**src/rtl/vga_pkg.sv**
```systemverilog
// Shared timing constants for the VGA raster generator (800x600@60 Hz, 40 MHz pixel clock).
package vga_pkg;

  localparam int CNT_W = 11;

  localparam int DEF_H_ACTIVE = 800;
  localparam int DEF_H_FP     = 40;
  localparam int DEF_H_SYNC   = 128;
  localparam int DEF_H_BP     = 88;
  localparam int DEF_V_ACTIVE = 600;
  localparam int DEF_V_FP     = 1;
  localparam int DEF_V_SYNC   = 4;
  localparam int DEF_V_BP     = 23;

  localparam int DEF_H_TOTAL = DEF_H_ACTIVE + DEF_H_FP + DEF_H_SYNC + DEF_H_BP;
  localparam int DEF_V_TOTAL = DEF_V_ACTIVE + DEF_V_FP + DEF_V_SYNC + DEF_V_BP;

  function automatic bit cnt_fits(input int v);
    return (v >= 0) && (v < (1 << CNT_W));
  endfunction

endpackage

```
**src/rtl/vga_if_tim.sv**
```systemverilog
// Raster timing bundle: producer drives through out, draw stages sample through in.
interface vga_if_tim;
  import vga_pkg::*;

  logic [CNT_W-1:0] vcount;
  logic [CNT_W-1:0] hcount;
  logic             vsync;
  logic             hsync;
  logic             vblnk;
  logic             hblnk;

  modport out (output vcount, hcount, vsync, hsync, vblnk, hblnk);
  modport in  (input  vcount, hcount, vsync, hsync, vblnk, hblnk);

endinterface

```
**src/rtl/vga_axis_tim.sv**
```systemverilog
// One raster axis: next count plus sync/blank flags derived from that next count.
module vga_axis_tim
  import vga_pkg::*;
#(
  parameter int ACTIVE = DEF_H_ACTIVE,
  parameter int FP     = DEF_H_FP,
  parameter int SYNC   = DEF_H_SYNC,
  parameter int BP     = DEF_H_BP,
  parameter bit POL    = 1'b1
) (
  input  logic [CNT_W-1:0] cnt_i,
  input  logic             step_i,
  input  logic             clear_i,
  output logic [CNT_W-1:0] cnt_nxt_o,
  output logic             sync_o,
  output logic             blnk_o,
  output logic             wrap_o
);

  localparam logic [CNT_W-1:0] ACT_C  = CNT_W'(ACTIVE);
  localparam logic [CNT_W-1:0] SYNC_S = CNT_W'(ACTIVE + FP);
  localparam logic [CNT_W-1:0] SYNC_E = CNT_W'(ACTIVE + FP + SYNC);
  localparam logic [CNT_W-1:0] LAST   = CNT_W'(ACTIVE + FP + SYNC + BP - 1);

  logic last;

  assign last   = (cnt_i == LAST);
  assign wrap_o = step_i & last;

  always_comb begin
    cnt_nxt_o = cnt_i;
    if (clear_i) begin
      cnt_nxt_o = '0;
    end else if (step_i) begin
      cnt_nxt_o = last ? '0 : cnt_i + CNT_W'(1);
    end
  end

  // Flags follow the count that will be registered, so they never lag it.
  assign blnk_o = (cnt_nxt_o >= ACT_C);
  assign sync_o = ((cnt_nxt_o >= SYNC_S) && (cnt_nxt_o < SYNC_E)) ? POL : ~POL;

endmodule

```
**src/rtl/vga_timing_gen.sv**
```systemverilog
// Free-running VGA raster timing generator with pixel enable and frame-start pulse.
module vga_timing_gen
  import vga_pkg::*;
#(
  parameter int H_ACTIVE  = DEF_H_ACTIVE,
  parameter int H_FP      = DEF_H_FP,
  parameter int H_SYNC    = DEF_H_SYNC,
  parameter int H_BP      = DEF_H_BP,
  parameter int V_ACTIVE  = DEF_V_ACTIVE,
  parameter int V_FP      = DEF_V_FP,
  parameter int V_SYNC    = DEF_V_SYNC,
  parameter int V_BP      = DEF_V_BP,
  parameter bit HSYNC_POL = 1'b1,
  parameter bit VSYNC_POL = 1'b1
) (
  input  logic      clk,
  input  logic      rst_n,
  input  logic      pix_en,
  vga_if_tim.out    tim,
  output logic      frame_start
);

  localparam int H_TOTAL = H_ACTIVE + H_FP + H_SYNC + H_BP;
  localparam int V_TOTAL = V_ACTIVE + V_FP + V_SYNC + V_BP;

  if (!cnt_fits(H_TOTAL - 1) || !cnt_fits(V_TOTAL - 1)) begin : g_bad_timing
    $fatal(1, "vga_timing_gen: H_TOTAL/V_TOTAL do not fit the 11-bit counters");
  end

  logic [CNT_W-1:0] hcount_q, hcount_d;
  logic [CNT_W-1:0] vcount_q, vcount_d;
  logic             hsync_q, hsync_d;
  logic             vsync_q, vsync_d;
  logic             hblnk_q, hblnk_d;
  logic             vblnk_q, vblnk_d;
  logic             fs_q, fs_d;
  logic             h_wrap, v_wrap, v_step;

  assign v_step = pix_en & h_wrap;

  vga_axis_tim #(
    .ACTIVE (H_ACTIVE), .FP (H_FP), .SYNC (H_SYNC), .BP (H_BP), .POL (HSYNC_POL)
  ) u_h (
    .cnt_i     (hcount_q),
    .step_i    (pix_en),
    .clear_i   (~rst_n),
    .cnt_nxt_o (hcount_d),
    .sync_o    (hsync_d),
    .blnk_o    (hblnk_d),
    .wrap_o    (h_wrap)
  );

  vga_axis_tim #(
    .ACTIVE (V_ACTIVE), .FP (V_FP), .SYNC (V_SYNC), .BP (V_BP), .POL (VSYNC_POL)
  ) u_v (
    .cnt_i     (vcount_q),
    .step_i    (v_step),
    .clear_i   (~rst_n),
    .cnt_nxt_o (vcount_d),
    .sync_o    (vsync_d),
    .blnk_o    (vblnk_d),
    .wrap_o    (v_wrap)
  );

  // Pulse only on the real last-pixel wrap; reset exit lands on (0,0) silently.
  assign fs_d = v_step & v_wrap;

  always_ff @(posedge clk) begin
    if (!rst_n) begin
      hcount_q <= '0;
      vcount_q <= '0;
      hblnk_q  <= 1'b0;
      vblnk_q  <= 1'b0;
      hsync_q  <= ~HSYNC_POL;
      vsync_q  <= ~VSYNC_POL;
      fs_q     <= 1'b0;
    end else begin
      hcount_q <= hcount_d;
      vcount_q <= vcount_d;
      hblnk_q  <= hblnk_d;
      vblnk_q  <= vblnk_d;
      hsync_q  <= hsync_d;
      vsync_q  <= vsync_d;
      fs_q     <= fs_d;
    end
  end

  assign tim.hcount  = hcount_q;
  assign tim.vcount  = vcount_q;
  assign tim.hsync   = hsync_q;
  assign tim.vsync   = vsync_q;
  assign tim.hblnk   = hblnk_q;
  assign tim.vblnk   = vblnk_q;
  assign frame_start = fs_q;

endmodule

```
**src/flat_wrapper.sv**
```systemverilog
// flat-port wrapper written by rule: the top's interface ports become plain ports
module vga_timing_gen_flat import vga_pkg::*;
#(
  parameter int H_ACTIVE  = DEF_H_ACTIVE,
  parameter int H_FP      = DEF_H_FP,
  parameter int H_SYNC    = DEF_H_SYNC,
  parameter int H_BP      = DEF_H_BP,
  parameter int V_ACTIVE  = DEF_V_ACTIVE,
  parameter int V_FP      = DEF_V_FP,
  parameter int V_SYNC    = DEF_V_SYNC,
  parameter int V_BP      = DEF_V_BP,
  parameter bit HSYNC_POL = 1'b1,
  parameter bit VSYNC_POL = 1'b1
)
  (clk, rst_n, pix_en, frame_start, tim_vcount, tim_hcount, tim_vsync, tim_hsync, tim_vblnk, tim_hblnk);
  vga_if_tim tim_i ();
  input  logic clk;
  input  logic rst_n;
  input  logic pix_en;
  output logic frame_start;
  output wire logic [$bits(tim_i.vcount)-1:0] tim_vcount;
  output wire logic [$bits(tim_i.hcount)-1:0] tim_hcount;
  output wire logic [$bits(tim_i.vsync)-1:0] tim_vsync;
  output wire logic [$bits(tim_i.hsync)-1:0] tim_hsync;
  output wire logic [$bits(tim_i.vblnk)-1:0] tim_vblnk;
  output wire logic [$bits(tim_i.hblnk)-1:0] tim_hblnk;
  assign tim_vcount = tim_i.vcount;
  assign tim_hcount = tim_i.hcount;
  assign tim_vsync = tim_i.vsync;
  assign tim_hsync = tim_i.hsync;
  assign tim_vblnk = tim_i.vblnk;
  assign tim_hblnk = tim_i.hblnk;
  vga_timing_gen #(.H_ACTIVE(H_ACTIVE), .H_FP(H_FP), .H_SYNC(H_SYNC), .H_BP(H_BP), .V_ACTIVE(V_ACTIVE), .V_FP(V_FP), .V_SYNC(V_SYNC), .V_BP(V_BP), .HSYNC_POL(HSYNC_POL), .VSYNC_POL(VSYNC_POL)) u_core (.clk(clk), .rst_n(rst_n), .pix_en(pix_en), .tim(tim_i), .frame_start(frame_start));
endmodule
```
**config.mk**
```make
export PLATFORM = sky130hd
export DESIGN_NAME = vga_timing_gen_flat
export DESIGN_NICKNAME = d
export VERILOG_FILES = /design/src/rtl/vga_pkg.sv /design/src/rtl/vga_if_tim.sv /design/src/rtl/vga_axis_tim.sv /design/src/rtl/vga_timing_gen.sv /design/src/flat_wrapper.sv
export SDC_FILE = /design/constraint.sdc
export NUM_CORES = 1
export LEC_CHECK = 0
export CAP_MARGIN = 10
export CORE_MARGIN = 3
export CORE_UTILIZATION = 45
export CTS_CLUSTER_DIAMETER = 40
export DETAILED_ROUTE_END_ITERATION = 8
export MAX_ROUTING_LAYER = met4
export PLACE_DENSITY = 0.82
export SLEW_MARGIN = 10
export SYNTH_ARGS = -nofsm -noshare
export SYNTH_HDL_FRONTEND = slang
export SYNTH_HIERARCHICAL = 1
export SYNTH_SLANG_ARGS = --single-unit
export TNS_END_PERCENT = 100
```
**constraint.sdc**
```tcl
create_clock -name clk -period 4.9 [get_ports clk]
set_input_delay 0.49 -clock clk [delete_from_list [all_inputs] [get_ports clk]]
set_output_delay 0.49 -clock clk [all_outputs]
set_load 0.02 [all_outputs]
```
# == Word-level counts from Yosys, hierarchy flattened ==
# Cells that the tools add are included.
# totals
register_bits,27
word_cells,31
# classes
n_addsub,2
order_cmp,6
n_eq_ne,2
mux,8
bitwise,4
n_reduce_logical,2
# ops
op,count
two-way mux 11 bit,6
">= comparator 11 x 10 -> 1 bit, second input constant",4
"adder 11 x 1 -> 11 bit, second input constant",2
"less-than comparator 11 x 10 -> 1 bit, second input constant",2
"equality test 11 x 10 -> 1 bit, second input constant",1
"equality test 11 bit, second input constant",1
AND 1 bit,4
logical AND 1 bit,2
two-way mux 1 bit,2

# == Logic depth before layout (Yosys ltp) ==
# depth
word_depth,8
depth_mapped,12

# == Hierarchy ==
# Netlist, hierarchy kept.
# by_module_without_submodules
module,instances,cells_per_inst,area_per_inst_um2,seq_area_each_um2
vga_timing_gen,1,58,762.0,540.5
vga_axis_tim (u_core.u_h),1,73,495.5,0.0
vga_axis_tim (u_core.u_v),1,73,476.7,0.0

# == Worst setup path after synthesis ==
# Ideal clock, no wire load.
# synth_path
path_type,reg-to-reg
from,"register u_core.hcount_q[0], in the netlist u_core/tim.hcount[0]"
to,"register u_core.vsync_q, in the netlist u_core/tim.vsync"
arrival_ps,2777
t_required_ps,4842
path_slack_ps,2065
path_stages_with_launch,12
period_less_slack_ps,2835
path_cell_list,dfxtp_1 ha_1 clkbuf_1 and4_1 and2_1 buf_2 nand4_1 xor2_1 or2_2 or3_1 nor4_1 and2_2
# synth_between
elab_chain_cells,8
elab_cells_between_ends,9
# synth_lines
element,line_no,rtl
start: declaration,vga_timing_gen.sv:30,"logic [CNT_W-1:0] hcount_q, hcount_d;"
start signal: assignment,vga_timing_gen.sv:78,hcount_q <= hcount_d;
equality test 11 bit (*),vga_axis_tim.sv:27,assign last = (cnt_i == LAST);
AND 1 bit (*),vga_axis_tim.sv:28,assign wrap_o = step_i & last;
named net u_core.h_wrap,vga_timing_gen.sv:37,"logic h_wrap, v_wrap, v_step;"
AND 1 bit (*),vga_timing_gen.sv:39,assign v_step = pix_en & h_wrap;
named net u_core.v_step,vga_timing_gen.sv:37,
two-way mux 11 bit (*),vga_axis_tim.sv:34,end else if (step_i) begin
two-way mux 11 bit (*),vga_axis_tim.sv:32,if (clear_i) begin
>= comparator 11 x 10 -> 1 bit / less-than comparator 11 x 10 -> 1 bit (equally long branches),vga_axis_tim.sv:41,assign sync_o = ((cnt_nxt_o >= SYNC_S) && (cnt_nxt_o < SYNC_E)) ? POL : ~POL;
logical AND 1 bit (*),vga_axis_tim.sv:41,
two-way mux 1 bit (*),vga_axis_tim.sv:41,
named net u_core.vsync_d,vga_timing_gen.sv:33,"logic vsync_q, vsync_d;"
end signal: assignment,vga_timing_gen.sv:75,vsync_q <= ~VSYNC_POL;
end signal: assignment,vga_timing_gen.sv:83,vsync_q <= vsync_d;
end: declaration,vga_timing_gen.sv:33,
# The timed path passes the listed nets; every way through them passes the cells marked *.
# A chain may end at the register's enable or synchronous reset.

# == Worst setup path in the final report ==
# layout_path
from,input pix_en
to,"register u_core.vblnk_q, in the netlist u_core/tim.vblnk"
# layout_between
elab_chain_cells,5
# layout_lines
element,line_no,rtl
start: declaration,flat_wrapper.sv:19,input logic pix_en;
AND 1 bit,vga_axis_tim.sv:28,
named net u_core.h_wrap,vga_timing_gen.sv:37,
AND 1 bit,vga_timing_gen.sv:39,
named net u_core.v_step,vga_timing_gen.sv:37,
two-way mux 11 bit,vga_axis_tim.sv:34,
two-way mux 11 bit,vga_axis_tim.sv:32,
>= comparator 11 x 10 -> 1 bit,vga_axis_tim.sv:40,assign blnk_o = (cnt_nxt_o >= ACT_C);
named net u_core.vblnk_d,vga_timing_gen.sv:35,"logic vblnk_q, vblnk_d;"
end signal: assignment,vga_timing_gen.sv:81,vblnk_q <= vblnk_d;
end: declaration,vga_timing_gen.sv:35,
# The timed path passes the listed nets, and every way through them passes these cells.

==> impl_results.md <==
* Kind of end point of the critical path: flip-flop
* Final-report setup violation count at 0
* Share of cells above drive strength 1 at 12.89%
* Num CTS Buffers at 3
* Peak VDD IR at 78.13 uV
* Final Hold Vio Count at 0
* Die Span Y at 68.08 microns
* Worst slew margin at 49.09%
* Worst R2R Path Depth at 9
* CTS clk-pin slew, worst paths at 90 ps
* Post-synthesis cell type count at 50
* Synth warnings at 6
* # IOs at 30
* Tightest Pin Transition at 761.3 ps
* Via count at 1499
* Critical-path maximum fanout at 16
* Chip width at 68.08 microns
* DP HPWL at 2561 microns
* Synth Flop Type: dfxtp_1
* Syn avg cell area at 8.501 sq um
* Layout area overhead at 17.17%
* Postcts setup bufs at 0
* Hold Path End: u_core/tim.hcount[10]
* P_leak at 0.7083 nW
* Max Slew Vio Count at 0
* Avg WL per Cell at 13.47 microns
* # Max-Cap Violations at 0
* GRT overflow at 0
* Port bufs at 29
* Number of vias per cell at 5.531
* CP Data Arrival Time at 3540 ps
* TritonCTS clock tree: yes
* Reg2Reg Setup Slack at 1930 ps
* Rows at 21
* Antenna violations before repair at 0
* Crit Path Class: primary input to flip-flop
* Largest net degree at the start of global routing at 29
* Drt initial violations at 135
* Fillers at 331
* Required @ worst endpoint at 5070 ps
* CTS resizes at 0
* Gate Count Post-Synth at 204
* Routed wire length at 3650 microns
* Total core area at 0.003521 sq mm
* Htree depth at 1
* Worst min path class: flip-flop to flip-flop
* Max frequency at 296.8 MHz
* Pre-antenna DRT Iters at 4
* Initial Util at 49.25%
* Global-route wire length before repair at 5920 microns
* Hold depth at 3
* GP Congestion at 0.8711
* Register area share after synthesis at 31.17%
* Clock Skew at 4.615 ps
* Outcome: finished, final reports clean
* Period utilization at 68.76%
* Post-DRT Antenna Nets at 0
* Post-Syn Nets at 209
* Ant diodes at 0
* Hold_buf cts at 0
* Vias in the first global route at 1296
* Hold Path Origin: u_core/tim.hcount[10]
* EDFF count, synth at 0
* Post-synthesis cell area at 0.001734 sq mm
* GRT Total Usage at 17.01%
* RR Endpoint: u_core/tim.vblnk
* CP Launch Type: primary input
* Final core utilization at 57.71%
* Yosys reg bits at 27
* Area of the die at 0.004635 sq mm
* Total negative slack at 0 ps
* CTS root buf: clkbuf_8
* Async set or reset register ratio after synthesis at 0%
* Worst R2R Start: u_core/tim.hcount[0]
* Nets at 231
* Design Power at 362.6 uW
* RSZ-0062 raised after global routing: false
* CTS max path bufs at 2
* Power per Cell Area at 178.5 mW/mm^2
* DRC at 0
* CTS Sinks at 27
* Crit path time final at 3369 ps
* Clk_lat worst skew at 270 ps
## worst max-delay path by stage
stage	startpoint	to	slack [ps]
2_1_floorplan	u_core/tim.hcount[0]	u_core/tim.vsync	2070
3_3_place_gp	pix_en	u_core/tim.vblnk	1390
3_5_place_dp	pix_en	u_core/tim.vblnk	1290
4_1_cts	pix_en	u_core/tim.vblnk	1570
5_1_grt	pix_en	u_core/tim.vsync	1370
6_report	pix_en	u_core/tim.vblnk	1530
## per-stage QoR
| step | hold slack, ps | std cells | cell area [sq um] | setup WS [ps] |
|---|---|---|---|---|
| final | 727.1 | 271 | 2032 | 1531 |
| after global routing | 775.1 | 271 | 2032 | 1374 |
| after CTS | 731.3 | 271 | 2032 | 1575 |
| after detailed placement | 715.6 | 267 | 1987 | 1287 |
| after global placement | 694.8 | 267 | 1987 | 1385 |
| after floorplan | 626.2 | 204 | 1734 | 2065 |
## critical path: stages
cell	delay, ps
clkdlybuf4s50_1	650
and4_1	340
and4_1	230
and2_1	300
nand2_1	190
nor4_4	240
or2_1	490
nor3_1	140
a211o_1	290
and2_2	180
## cells in the final DEF (no fill, tap or decap), drive strengths merged
master         count
a211o              1
a211oi             1
a21o               1
a21oi              5
a2bb2oi            1
a311oi             2
a31oi              1
a41o               1
and2              28
and4               6
clkbuf             4
clkdlybuf4s50     29
dfxtp             27
ha                 2
inv                3
mux2               1
mux2i              3
nand2             11
nand2b             2
nand3              7
nand4              7
nand4bb            1
nor2              27
nor2b              1
nor3               5
nor3b              1
nor4               3
nor4b              1
o211ai             1
o21a               1
o21ai              6
o22ai              1
o31ai              3
o32a               1
or2                4
or3                4
or4                2
or4b               1
xnor2             11
xor2               8
## logic make-up (layout without fill, tap and decap cells)
group / Yosys count / after routing / synth area share, %
flops: 27 / 27 / 31.17
buf+inv: 15 / 36 / 6.133
xor+xnor: 19 / 19 / 9.596
simple gates: 111 / 111 / 38.53
compound gates: 26 / 26 / 10.75
fa+ha+maj: 2 / 2 / 1.443
mux: 4 / 4 / 2.381
## cells in the mapped netlist (2+ instances only)
master    instances  share of area, %
o21ai_0           4               1.2
clkbuf_1          2              0.43
dfxtp_1          27                31
and2_2           13               5.6
o31ai_1           3               1.3
nand3_1           6               1.7
nand4_1           6               2.2
or4_1             2              0.87
a21oi_2           2               1.0
buf_6             6               3.9
or3_1             4               1.4
inv_1             3              0.65
nor4_1            2              0.72
buf_2             4               1.2
nand2_1          11               2.4
xor2_1            8               4.0
and2_1           15               5.4
a311oi_1          2               1.0
nor3_1            5               1.4
xnor2_1          11               5.6
and4_1            5               2.5
nand2b_1          2              0.72
a21oi_1           3              0.87
nor2_1           27               5.8
ha_1              2               1.4
mux2i_1           3               1.7
or2_2             3               1.1
## layer usage
layer / track usage [%] / wire length (microns) / vias to the layer above
li1: - / - / 756
met1: 22.73 / 1829 / 696
met2: 26.59 / 1633 / 45
met3: 2.791 / 161 / 2
met4: 4.467 / 25 / 0
met5: - / 0 / -
## power breakdown
part | switching, mW | internal [mW] | total (mW)
clock network | 0.0688 | 0.0583 | 0.127
registers | 0.000988 | 0.220 | 0.221
logic | 0.00970 | 0.00505 | 0.0147
## final cells by class
class | instances | area, sq um | share of cell area (%)
clock buffer | 4 | 45.04 | 2.217
tap | 46 | 57.56 | 2.833
timing repair buffer | 29 | 290.3 | 14.29
inverter | 3 | 11.26 | 0.5542
multi-input combinational | 162 | 1087 | 53.51
sequential | 27 | 540.5 | 26.60
## flip-flops by register name, indices dropped and copies added (netlist names)
register,cells
u_core/tim.hcount,11
u_core/tim.vcount,11
u_core/frame_start,1
u_core/tim.hblnk,1
u_core/tim.hsync,1
u_core/tim.vblnk,1
u_core/tim.vsync,1
No activity file was read; power rests on OpenSTA's default activity.
